$ cat src/rtl/serial_paralelo.sv
`default_nettype none
// ============================================================================
// Module  : serial_paralelo
// Brief   : MSB-first serial-to-byte receiver with COM alignment and lock.
// Rev     : 1.0  initial release
// ============================================================================
module serial_paralelo #(
  parameter logic [7:0]  COM     = 8'hBC,
  parameter logic [7:0]  IDLE    = 8'h7C,
  parameter int unsigned BC_LOCK = 4
) (
  input  logic       clk16f,
  input  logic       reset,
  input  logic       data_in,
  output logic [7:0] data_out_c,
  output logic       valid_out_c,
  output logic       active,
  output logic       byte_strobe
);

  localparam logic [3:0] C_BC_LOCK = 4'(BC_LOCK);

  typedef enum logic [1:0] {
    ST_SEARCH = 2'd0,
    ST_ALIGN  = 2'd1,
    ST_ACTIVE = 2'd2
  } state_t;

  state_t     r_st;
  state_t     w_st_nxt;
  logic [6:0] r_sr;
  logic [2:0] r_bit_cnt;
  logic [3:0] r_bc_cnt;
  logic [3:0] w_bc_nxt;
  logic [7:0] w_cand;
  logic       w_boundary;
  logic       w_is_com;
  logic       w_payload;
  logic       w_emit;
  logic       w_lock;
  logic       w_realign;

  assign w_cand     = {r_sr, data_in};
  assign w_boundary = (r_bit_cnt == 3'd7);
  assign w_is_com   = (w_cand == COM);
  assign w_payload  = (w_cand != COM) && (w_cand != IDLE);

  always_comb begin
    w_st_nxt  = r_st;
    w_bc_nxt  = r_bc_cnt;
    w_emit    = 1'b0;
    w_lock    = 1'b0;
    w_realign = 1'b0;
    case (r_st)
      ST_SEARCH: begin
        if (w_is_com) begin
          w_st_nxt  = ST_ALIGN;
          w_bc_nxt  = 4'd1;
          w_realign = 1'b1;
        end
      end
      ST_ALIGN: begin
        // Only boundary-aligned COMs count; off-phase matches are ignored here.
        if (w_boundary) begin
          if (w_is_com) begin
            if (r_bc_cnt >= C_BC_LOCK) begin
              w_bc_nxt = C_BC_LOCK;
            end else begin
              w_bc_nxt = r_bc_cnt + 4'd1;
            end
            if (r_bc_cnt + 4'd1 >= C_BC_LOCK) begin
              w_st_nxt = ST_ACTIVE;
              w_lock   = 1'b1;
            end
          end else begin
            w_st_nxt = ST_SEARCH;
            w_bc_nxt = 4'd0;
          end
        end
      end
      ST_ACTIVE: begin
        w_emit = w_boundary;
      end
      default: begin
        w_st_nxt = ST_SEARCH;
        w_bc_nxt = 4'd0;
      end
    endcase
  end

  always_ff @(posedge clk16f or posedge reset) begin
    if (reset) begin
      r_st        <= ST_SEARCH;
      r_sr        <= 7'd0;
      r_bit_cnt   <= 3'd0;
      r_bc_cnt    <= 4'd0;
      data_out_c  <= 8'd0;
      valid_out_c <= 1'b0;
      active      <= 1'b0;
      byte_strobe <= 1'b0;
    end else begin
      r_st        <= w_st_nxt;
      r_sr        <= w_cand[6:0];
      r_bc_cnt    <= w_bc_nxt;
      r_bit_cnt   <= w_realign ? 3'd0 : r_bit_cnt + 3'd1;
      byte_strobe <= w_emit;
      if (w_emit) begin
        data_out_c  <= w_cand;
        valid_out_c <= w_payload;
      end
      if (w_lock) begin
        active <= 1'b1;
      end
    end
  end

endmodule
`default_nettype wire

$ cat config.mk
export PLATFORM = sky130hd
export DESIGN_NAME = serial_paralelo
export DESIGN_NICKNAME = d
export VERILOG_FILES = /design/src/rtl/serial_paralelo.sv
export SDC_FILE = /design/constraint.sdc
export NUM_CORES = 1
export LEC_CHECK = 0
export ABC_AREA = 1
export CAP_MARGIN = 5
export CORE_MARGIN = 4
export CORE_UTILIZATION = 35
export CTS_CLUSTER_SIZE = 28
export DETAILED_ROUTE_END_ITERATION = 8
export PLACE_DENSITY = 0.66
export SYNTH_ARGS = -nofsm -noshare
export SYNTH_HDL_FRONTEND = slang
export SYNTH_SLANG_ARGS = --single-unit
$ cat constraint.sdc
create_clock -name clk16f -period 1.4 [get_ports clk16f]
set_clock_uncertainty 0.1 [all_clocks]
set_input_delay 0.28 -clock clk16f [delete_from_list [all_inputs] [get_ports clk16f]]
set_output_delay 0.28 -clock clk16f [all_outputs]
set_load 0.02 [all_outputs]
==> out/results.md, run 1 <==
| Item | Reported |
|:---|:---|
| Status | finished clean |
| Leakage component of the power | 0.740 nW |
| Worst max-slew margin expressed relative to the limit | 77.7% |
| CTS max path bufs | 2 |
| Worst path cell trace | ha_2 -> ha_4 -> o21ai_4 -> nand2_4 -> a21oi_2 -> nor2_1 |
| YS warnings | 0 |
| Global-route wire length before repair | 3750 µm |
| Post-layout instance area | 1480 µm² |
| Gate count of the mapped netlist | 119 |
| Largest family of logic cells by synthesized area | simple AND/OR/NAND/NOR gates |
| H-tree level count | 1 |
| Setup repair after global routing missed its margin | yes |
| Area growth from synthesis to final layout | 31.8% |
| Switching power | 0.795 mW |
| Clock edge transition at the registers on the reported setup and hold paths | 150 ps |
| Dominant cells by area after synthesis | sky130_fd_sc_hd__dfrtp_1, sky130_fd_sc_hd__nand2_1, sky130_fd_sc_hd__nand3_1, sky130_fd_sc_hd__ha_1, sky130_fd_sc_hd__inv_1 |
| Hold Path Class | in2async |
| Initial drt markers | 12 |
| Top cell family by delay on the critical path | flip-flops |
| Final setup fails | 0 |
| Cell area after placement | 1380 µm² |
| Clock sink total | 27 |
| Maximum ir drop on the vdd rail | 722 µV |
| N_diodes | 0 |
| Number of buffers inserted during clock tree synthesis | 3 |
| Internal portion of total power | 1.44 mW |
| Cell with the biggest individual delay on the critical path | sky130_fd_sc_hd__dfrtp_1 |
| Routability-driven placement congestion ratio | 0.775 |
| Largest stage delay on the critical path | 400 ps |
| Startpoint types | flop |
| Worst Reg2Reg Path Length in Cells | 6 |
| Die boundary width | 64.7 µm |
| Power per Cell Area | 1510 nW/µm² |
| Most area-hungry cell type in the Yosys netlist | sky130_fd_sc_hd__dfrtp_1 |
| Total power draw | 2.24 mW |
| Data required time at the worst endpoint | 1520 ps |
| Initial core utilization | 36.6% |
| Sequential fraction of design power | 47.6% |
| Adder and majority cell fraction of the synthesized area | 3.33% |
| Net count after synthesis | 125 |
| Top-level I/O count | 14 |
| Pin count of the biggest net entering global routing | 28 |
| Clock Tree Root | sky130_fd_sc_hd__clkbuf_4 |
| Portion of the post-synthesis area used by sequential elements | 60.0% |
| XOR/XNOR Fraction of Synth Area | 0.778% |
| Via density per instance | 4.50 |
| Post-synthesis compound-gate area fraction | 4.33% |
| Commonest non-fill, non-tap cell in the layout | sky130_fd_sc_hd__nand2_1 |
| Residual DRC count | 0 |
| Post-route antenna net violation count | 0 |
| Setup Crit Path Kind | reg2reg |
| Actual transition at the worst max-transition pin | 334 ps |
| Switching share of power | 35.5% |
| Number of iterations in the first detailed-routing pass | 6 |
| Final routed wirelength across all metal layers | 2080 µm |
| Row count | 20 |
| Fill cells | 302 |
| End of the worst register-to-register path | r_st[1]$_DFFE_PP0P_ |
| Kind of end point of the critical path | flop |
| Worst R2R Setup Slack | 7 ps |
| Die height | 64.7 µm |
| Number of antenna violations at the first check in global routing | 0 |
| Leftover overflow at the end of global routing | 0 |
| Time the final worst path needs with I/O delays and setup | 1390 ps |
| Non-filler instance count after layout | 192 |
| Post-DP HPWL | 1480 µm |
| Post-layout util | 48.2% |
| Clock network power share | 14.7% |
| Timing startpoint of the critical path | r_bit_cnt[0]$_DFF_PP0_ |
| Max frequency | 0.718 GHz |
| Pins over their slew limit | 0 |
| Clock Latency Late Sink | 330 ps |
| Total via count after detailed routing | 864 |
| Maximum capacitance violations | 0 |
| Number of placed cells counting well taps | 182 |
| TritonCTS clock tree | done |
| Cell Area, Synth | 1130 µm² |
| Overall global routing resource usage | 11.3% |
| Number of buffers added to fix hold violations after cts | 0 |
| Routed length per instance | 10.8 µm |
| Proportion of synthesized area in mux cells | 0% |
| Area enclosed by the die boundary | 4190 µm² |
| Yosys top cell area share | 60.0% |
| Most frequent cells in the layout | sky130_fd_sc_hd__nand2_1, sky130_fd_sc_hd__dfrtp_1, sky130_fd_sc_hd__buf_4, sky130_fd_sc_hd__inv_2, sky130_fd_sc_hd__inv_1 |
| Post-Route Hold Slack | 151 ps |
| Core region area | 3080 µm² |
| Source of the worst register-to-register timing path | r_bit_cnt[0]$_DFF_PP0_ |
| Post-synthesis area per instance | 9.46 µm² |
| Count of cell types in the netlist | 19 |
| Share of the clock period used by the worst path | 99.5% |
| IO Port Bufs | 13 |
| Final nets | 155 |
| Crit-path max FO | 5 |
| Final hold vios | 0 |
| Fraction of the mapped netlist area in simple logic gates | 25.8% |
| Combinational share of power | 37.8% |
| Share of post-route cells with drive strength above 1 | 37.8% |
| Register bit count reported by yosys | 27 |
| CP arrival | 1510 ps |
| Count of buffer and inverter cells on the critical path | 0 |
| Vias in the first global route | 882 |
## power groups by stage
stage | Clock [mW] | Sequential (mW) | Combinational [mW]
floorplan | 0 | 1.14 | 0.344
global placement | 0 | 1.05 | 0.725
detailed placement | 0 | 1.06 | 0.749
finish | 0.328 | 1.07 | 0.845
CTS | 0.341 | 1.07 | 0.837
global route | 0.377 | 1.09 | 0.960
## cell families (layout without fill, tap and decap cells)
| group | Yosys count | in the layout |
|---|---|---|
| XOR/XNOR | 1 | 1 |
| AO/OA/AOI/OAI | 9 | 9 |
| buffers and inverters | 17 | 45 |
| adder cells (fa/ha/maj) | 3 | 3 |
| flip-flops | 27 | 27 |
| AND/OR/NAND/NOR | 62 | 63 |
## worst max path at each step
stage | to | cells past startpoint
2_1_floorplan | data_out_c[1]$_DFFE_PP0P_ | 6
3_3_place_gp | r_bc_cnt[1]$_DFFE_PP0P_ | 8
3_5_place_dp | r_bc_cnt[1]$_DFFE_PP0P_ | 8
4_1_cts | r_st[1]$_DFFE_PP0P_ | 6
5_1_grt | r_st[1]$_DFFE_PP0P_ | 7
6_report | r_st[1]$_DFFE_PP0P_ | 6
## area by class of cell
cell class	instances	area (µm²)	area share [%]
Tap cell	44	55.1	3.71
Multi-Input combinational cell	76	462	31.1
Sequential cell	27	676	45.5
Timing Repair Buffer	25	204	13.7
Inverter	16	60.1	4.05
Clock buffer	3	22.5	1.52
Clock inverter	1	5.00	0.337
## worst register-to-register path, delay by kind of cell (launching register included)
| kind | cells | cell delay (ps) |
|---|---|---|
| compound gates | 2 | 290 |
| fa+ha+maj | 2 | 360 |
| simple gates | 2 | 150 |
| flops | 1 | 400 |
## per-stage QoR
| stage | setup TNS [ps] | worst slack, ps |
|---|---|---|
| after floorplan | 0 | 18.1 |
| after global placement | -1830 | -262 |
| after detailed placement | -2100 | -296 |
| after CTS | -11.7 | -11.7 |
| after global routing | -283 | -74.0 |
| final | 0 | 6.94 |
## layer usage
layer	vias to the layer above	part of all wire, %	global-route usage, %
met5	-	0	0
met4	0	1.4	3.96
met3	5	2.5	1.73
met2	12	50	20.4
met1	414	46	13.5
li1	433	-	-
## synth_stat cells
library cell	n
sky130_fd_sc_hd__nor2_4	2
sky130_fd_sc_hd__nand2_1	37
sky130_fd_sc_hd__nor2_1	8
sky130_fd_sc_hd__inv_2	7
sky130_fd_sc_hd__buf_2	1
sky130_fd_sc_hd__ha_1	3
sky130_fd_sc_hd__o21ai_1	5
sky130_fd_sc_hd__nand4_1	1
sky130_fd_sc_hd__nand3_1	8
sky130_fd_sc_hd__nor3_1	1
sky130_fd_sc_hd__nor2_2	1
sky130_fd_sc_hd__a31o_1	1
sky130_fd_sc_hd__nand2_2	2
sky130_fd_sc_hd__dfrtp_1	27
sky130_fd_sc_hd__nand3_4	1
sky130_fd_sc_hd__xnor2_1	1
sky130_fd_sc_hd__inv_1	9
sky130_fd_sc_hd__a21oi_1	3
sky130_fd_sc_hd__nand2_4	1
## what timing repair did
action	in CTS	in global routing
setup buffers	1	4
resized for setup	40	17
setup endpoints to repair	25	25
gates cloned	1	0
pin swaps	6	8
## registers in the layout, indices dropped and copies added (netlist names)
signal / cells
r_st: 2
r_sr: 7
byte_strobe: 1
active: 1
valid_out_c: 1
r_bc_cnt: 4
data_out_c: 8
r_bit_cnt: 3
(Power assumes the default switching activity.)
==> run 2: changes to the inputs <==
Settings changed: CORE_UTILIZATION 35 to 43, PLACE_DENSITY 0.66 to 0.76.
==> out/results.md, run 2 (synthesized netlist as in run 1, its figures left out) <==
| Item | Reported | vs previous |
|:---|:---|:---|
| Status | finished with violations |  |
| Failing checks | setup timing |  |
| Leftover overflow at the end of global routing | 0 | unchanged |
| Clock network power share | 14.4% | -0.3 points |
| Area growth from synthesis to final layout | 30.8% |  |
| Final nets | 158 | +1.9% |
| Startpoint types | flop |  |
| Number of buffers inserted during clock tree synthesis | 3 | unchanged |
| Combinational share of power | 39.6% | +1.8 points |
| Number of iterations in the first detailed-routing pass | 4 | -2 |
| Die height | 59.2 µm | -8.6% |
| Setup Crit Path Kind | reg2reg |  |
| Post-DP HPWL | 1490 µm | +0.59% |
| Core region area | 2480 µm² | -20% |
| Maximum ir drop on the vdd rail | 1460 µV | +100% |
| TritonCTS clock tree | done |  |
| Die boundary width | 59.2 µm | -8.6% |
| Initial drt markers | 10 | -2 |
| Kind of end point of the critical path | flop |  |
| Max frequency | 0.711 GHz | -0.95% |
| Sequential fraction of design power | 46.1% | -1.5 points |
| Share of the clock period used by the worst path | 100% | +0.96 points |
| Worst setup path endpoint | r_st[1]$_DFFE_PP0P_ |  |
| IO Port Bufs | 13 | unchanged |
| Leakage component of the power | 0.751 nW | +1.5% |
| Clock sink total | 27 | unchanged |
| Clock Latency Late Sink | 320 ps | about the same |
| Pin count of the biggest net entering global routing | 28 | unchanged |
| Via density per instance | 4.72 | +5.0% |
| Power per Cell Area | 1560 nW/µm² | +3.6% |
| Row count | 18 | -10% |
| Clock edge transition at the registers on the reported setup and hold paths | 140 ps | about the same |
| Worst R2R Setup Slack | -6 ps | about the same |
| Final setup fails | 1 | +1 |
| Commonest non-fill, non-tap cell in the layout | sky130_fd_sc_hd__nand2_1 |  |
| Timing startpoint of the critical path | r_bit_cnt[0]$_DFF_PP0_ |  |
| Post-Place Setup Slack | -270 ps | +26.5 ps |
| Time the final worst path needs with I/O delays and setup | 1410 ps | +13.4 ps |
| Routability-driven placement congestion ratio | 0.837 | +7.9% |
| Maximum capacitance violations | 0 | unchanged |
| Post-route antenna net violation count | 0 | unchanged |
| Switching share of power | 35.0% | -0.48 points |
| H-tree level count | 1 | unchanged |
| Number of flip-flops under the largest register name | 8 | unchanged |
| Worst max-slew margin expressed relative to the limit | 80.0% | +2.3 points |
| Post-Route Hold Slack | 166 ps | +15.3 ps |
| Residual DRC count | 0 | unchanged |
| Number of antenna violations at the first check in global routing | 0 | unchanged |
| N_diodes | 0 | unchanged |
| Setup repair after global routing missed its margin | yes |  |
| Hold Path Class | in2async |  |
| Switching power | 0.807 mW | +1.4% |
| End of the worst register-to-register path | r_st[1]$_DFFE_PP0P_ |  |
| Pins over their slew limit | 0 | unchanged |
| Vias in the first global route | 910 | +3.2% |
| CP arrival | 1540 ps | +30 ps |
| Number of placed cells counting well taps | 169 | -7.1% |
| Top-level I/O count | 14 | unchanged |
| Share of post-route cells with drive strength above 1 | 35.1% | -2.7 points |
| Least setup slack across all paths after layout | -6.43 ps | -13.4 ps |
| Initial core utilization | 45.5% | +8.9 points |
| Global-route wire length before repair | 3800 µm | +1.3% |
| Routed length per instance | 11.6 µm | +7.6% |
| Crit-path max FO | 5 | unchanged |
| Data required time at the worst endpoint | 1530 ps | about the same |
| Source of the worst register-to-register timing path | r_bit_cnt[0]$_DFF_PP0_ |  |
| CTS max path bufs | 2 | unchanged |
| Overall global routing resource usage | 14.7% | +3.4 points |
| Post-layout instance area | 1470 µm² | -0.76% |
| Total via count after detailed routing | 855 | -1.0% |
| Most frequent cells in the layout | sky130_fd_sc_hd__nand2_1, sky130_fd_sc_hd__dfrtp_1, sky130_fd_sc_hd__buf_4, sky130_fd_sc_hd__inv_1 |  |
| Number of buffers added to fix hold violations after cts | 0 | unchanged |
| Top register by number of flip-flops | data_out_c |  |
| Final routed wirelength across all metal layers | 2110 µm | +1.4% |
| Cell area after placement | 1370 µm² | -0.73% |
| Actual transition at the worst max-transition pin | 300 ps | -34.5 ps |
| Clock Tree Root | sky130_fd_sc_hd__clkbuf_4 |  |
| Total power draw | 2.30 mW | +2.8% |
| Final hold vios | 0 | unchanged |
| Internal portion of total power | 1.49 mW | +3.6% |
| Area enclosed by the die boundary | 3500 µm² | -16% |
| Non-filler instance count after layout | 181 | -5.7% |
| Worst Reg2Reg Path Length in Cells | 6 | unchanged |
| Registers with the highest flip-flop counts | data_out_c (8), r_sr (7), r_bc_cnt (4) |  |
[run 2: cell types whose count changed in the layout (fill, tap and decap cells not counted), moves of 3 or more]
cell	change
sky130_fd_sc_hd__clkbuf_2	+3
sky130_fd_sc_hd__buf_4	+4
sky130_fd_sc_hd__buf_2	-4
sky130_fd_sc_hd__nand2_2	-3
sky130_fd_sc_hd__nand2_1	+3
[run 2: how the worst min path moves through the flow]
stage	from	endpoint	slack, ps	depth (start not counted)
2_1_floorplan	data_in	r_sr[0]$_DFF_PP0_	210	0
3_3_place_gp	r_sr[5]$_DFF_PP0_	r_sr[6]$_DFF_PP0_	280	0
3_5_place_dp	r_sr[0]$_DFF_PP0_	r_sr[1]$_DFF_PP0_	290	0
4_1_cts	reset	r_bit_cnt[0]$_DFF_PP0_	170	3
5_1_grt	reset	data_out_c[1]$_DFFE_PP0P_	180	3
6_report	reset	r_sr[2]$_DFF_PP0_	170	3
[run 2: power groups by stage]
| stage | clock (mW) | combinational [mW] | sequential (mW) |
|---|---|---|---|
| floorplan | 0 | 0.344 | 1.14 |
| global placement | 0 | 0.723 | 1.05 |
| detailed placement | 0 | 0.761 | 1.06 |
| CTS | 0.339 | 0.800 | 1.06 |
| global route | 0.375 | 1.02 | 1.09 |
| finish | 0.331 | 0.910 | 1.06 |
[run 2: repair_timing]
action                                  CTS  global route
cloned                                    1             0
pin swaps                                 3             7
setup buffers                             0             7
gates resized for setup                  32            14
endpoints found under the setup margin   26            28
[run 2: metal layers]
layer  vias to the layer above  GRT usage (%)  wire, µm
li1                        440              -         -
met1                       396           16.3       916
met3                         5           2.83        81
met2                        14           25.6      1060
met4                         0           9.06        49
met5                         -              0         0
[run 2: layout make-up]
type / count / area (µm²)
Fill cell: 220 / 1000
Sequential cell: 27 / 676
Multi-Input combinational cell: 76 / 444
Timing Repair Buffer: 28 / 229
Inverter: 16 / 60.1
Tap cell: 30 / 37.5
Clock buffer: 4 / 26.3
[run 2: per-stage QoR]
stage / util (%) / TNS (ps)
floorplan: - / 0
global placement: 55.1 / -1710
detailed placement: 55.1 / -2270
CTS: 57.9 / -126
global route: 59.4 / -889
finish: 59.4 / -6.43
[run 2: critical path: stages, from the launching register on]
cell	delay, ps
sky130_fd_sc_hd__dfrtp_1	410
sky130_fd_sc_hd__ha_2	190
sky130_fd_sc_hd__ha_4	170
sky130_fd_sc_hd__o21ai_4	180
sky130_fd_sc_hd__nand2_4	100
sky130_fd_sc_hd__a21oi_2	110
sky130_fd_sc_hd__nor2_1	50
==> run 3: changes to the inputs <==
Settings changed: CAP_MARGIN 5 to 10, SLEW_MARGIN from default to 40, TNS_END_PERCENT from default to 10.
==> out/results.md, run 3 (synthesized netlist as in run 1, its figures left out) <==
| Item | Reported | vs previous |
|:---|:---|:---|
| Status | finished with violations |  |
| Failing checks | setup timing |  |
| Number of iterations in the first detailed-routing pass | 4 | unchanged |
| Share of the clock period used by the worst path | 102% | +1.9 points |
| H-tree level count | 1 | unchanged |
| Post-route antenna net violation count | 0 | unchanged |
| Residual DRC count | 0 | unchanged |
| Crit-path max FO | 5 | unchanged |
| Met1 track demand over resource in global routing | 16.1% | -0.28 points |
| Initial drt markers | 22 | +12 |
| Power per Cell Area | 1580 nW/µm² | +1.2% |
| Hold Path Class | in2async |  |
| Pin count of the biggest net entering global routing | 28 | unchanged |
| Routability-driven placement congestion ratio | 0.837 | unchanged |
| Number of buffers inserted during clock tree synthesis | 3 | unchanged |
| Maximum ir drop on the vdd rail | 1500 µV | +2.5% |
| Worst path cell trace | ha_2 -> ha_4 -> o21ai_4 -> nand2_4 -> a21oi_2 -> nor2_1 |  |
| Post-layout instance area | 1410 µm² | -4.4% |
| Top register by number of flip-flops | data_out_c |  |
| Startpoint types | flop |  |
| Top-level I/O count | 14 | unchanged |
| Largest stage delay on the critical path | 410 ps | about the same |
| Final setup fails | 4 | +3 |
| Leftover overflow at the end of global routing | 0 | unchanged |
| Clock Latency Late Sink | 320 ps | about the same |
| Actual transition at the worst max-transition pin | 291 ps | -9.08 ps |
| Layer with the highest usage | met2 |  |
| Number of placed cells counting well taps | 169 | unchanged |
| Core region area | 2480 µm² | unchanged |
| CTS max path bufs | 2 | unchanged |
| Final hold vios | 0 | unchanged |
| Number of buffers added to fix hold violations after cts | 0 | unchanged |
| Share of post-route cells with drive strength above 1 | 32.2% | -2.9 points |
| Row count | 18 | unchanged |
| IO Port Bufs | 13 | unchanged |
| Non-filler instance count after layout | 176 | -2.8% |
| Global-route wire length before repair | 3710 µm | -2.3% |
| Data required time at the worst endpoint | 1530 ps | about the same |
| Routed length per instance | 12.0 µm | +3.1% |
| Worst max-slew margin expressed relative to the limit | 80.6% | +0.61 points |
| Met2 routing resource usage after global routing | 25.4% | -0.16 points |
| Vias in the first global route | 881 | -3.2% |
| Clock sink total | 27 | unchanged |
| Initial core utilization | 45.5% | unchanged |
| Fill cells | 232 | +5.5% |
| Clock Tree Root | sky130_fd_sc_hd__clkbuf_4 |  |
| Leakage component of the power | 0.727 nW | -3.2% |
| Cell with the biggest individual delay on the critical path | sky130_fd_sc_hd__dfrtp_1 |  |
| Number of antenna violations at the first check in global routing | 0 | unchanged |
| Total via count after detailed routing | 843 | -1.4% |
| Commonest non-fill, non-tap cell in the layout | sky130_fd_sc_hd__nand2_1 |  |
| CP arrival | 1570 ps | +30 ps |
| Area enclosed by the die boundary | 3500 µm² | unchanged |
| N_diodes | 0 | unchanged |
| Clock edge transition at the registers on the reported setup and hold paths | 140 ps | about the same |
| Time the final worst path needs with I/O delays and setup | 1430 ps | +25.9 ps |
| Area growth from synthesis to final layout | 25.0% |  |
| Setup Crit Path Kind | reg2reg |  |
| Final routed wirelength across all metal layers | 2110 µm | +0.28% |
| Most frequent cells in the layout | sky130_fd_sc_hd__nand2_1, sky130_fd_sc_hd__dfrtp_1, sky130_fd_sc_hd__inv_1, sky130_fd_sc_hd__buf_4 |  |
| Die boundary width | 59.2 µm | unchanged |
| Global Route met3 Usage | 2.61% | -0.22 points |
| Setup repair after global routing missed its margin | yes |  |
| TritonCTS clock tree | done |  |
| Least setup slack across all paths after layout | -32.4 ps | -25.9 ps |
| Maximum capacitance violations | 0 | unchanged |
| Pins over their slew limit | 0 | unchanged |
| Max frequency | 0.698 GHz | -1.8% |
| Via density per instance | 4.79 | +1.4% |
| Die height | 59.2 µm | unchanged |
| Overall global routing resource usage | 14.3% | -0.37 points |
| Registers with the highest flip-flop counts | data_out_c (8), r_sr (7), r_bc_cnt (4) |  |
| Cell area after placement | 1370 µm² | unchanged |
| Kind of end point of the critical path | flop |  |
| Post-DP HPWL | 1490 µm | unchanged |
| Number of flip-flops under the largest register name | 8 | unchanged |
| Final nets | 153 | -3.2% |
## run 3: changes by cell type in the layout (fill, tap and decap cells not counted)
cell,change
sky130_fd_sc_hd__buf_4,-4
sky130_fd_sc_hd__buf_2,+3
sky130_fd_sc_hd__clkdlybuf4s15_2,-3
sky130_fd_sc_hd__buf_6,-1
sky130_fd_sc_hd__nand3_1,+1
sky130_fd_sc_hd__nand3_2,-1
## run 3: power by group
part	internal [mW]	switching [mW]	leakage (nW)
sequential	0.938	0.124	0.336
combinational	0.383	0.448	0.376
clock	0.112	0.221	0.0150
## run 3: critical path: cells and delay by family (launching register included)
family	cells	cell delay (ps)
flops	1	410
simple gates	2	150
fa+ha+maj	2	360
compound gates	2	310
## run 3: final timing paths
path                                        start                         to  slack [ps]  cells past startpoint
max                        r_bit_cnt[0]$_DFF_PP0_        r_st[1]$_DFFE_PP0P_         -30                      6
min                                         reset          r_sr[2]$_DFF_PP0_         160                      3
max reg2reg                r_bit_cnt[0]$_DFF_PP0_        r_st[1]$_DFFE_PP0P_         -30                      6
min reg2reg                     r_sr[5]$_DFF_PP0_          r_sr[6]$_DFF_PP0_         320                      0
max in group asynchronous                   reset  data_out_c[6]$_DFFE_PP0P_         880                      3
min in group clk16f             r_sr[5]$_DFF_PP0_          r_sr[6]$_DFF_PP0_         320                      0
## run 3: final cells by class
type                            count  area [µm²]  share of cell area [%]
Clock buffer                        4        26.3                    1.87
Inverter                           16        60.1                    4.27
Multi-Input combinational cell     76         439                    31.2
Sequential cell                    27         676                    48.0
Tap cell                           30        37.5                    2.67
Timing Repair Buffer               23         169                    12.0
## run 3: through the flow
step | utilization (%) | power, mW | worst slack (ps) | hold WS (ps) | TNS [ps]
CTS | 57.1 | 2.16 | -56.2 | 165 | -196
global route | 56.8 | 2.40 | -113 | 181 | -957
global placement | 55.1 | 1.77 | -239 | 282 | -1710
floorplan | - | 1.48 | 18.1 | 211 | 0
finish | 56.8 | 2.23 | -32.4 | 164 | -81.6
detailed placement | 55.1 | 1.82 | -270 | 287 | -2270
## run 3: metal layers
layer	wire, µm	share of wire, %
met1	912	43
met2	1070	51
met3	81	3.8
met4	48	2.3
met5	0	0
## run 3: timing repair
action / CTS / global route
setup buffers: 0 / 2
pin swaps: 1 / 7
setup endpoints to repair: 26 / 26
resized for setup: 30 / 17
cloned: 0 / 1
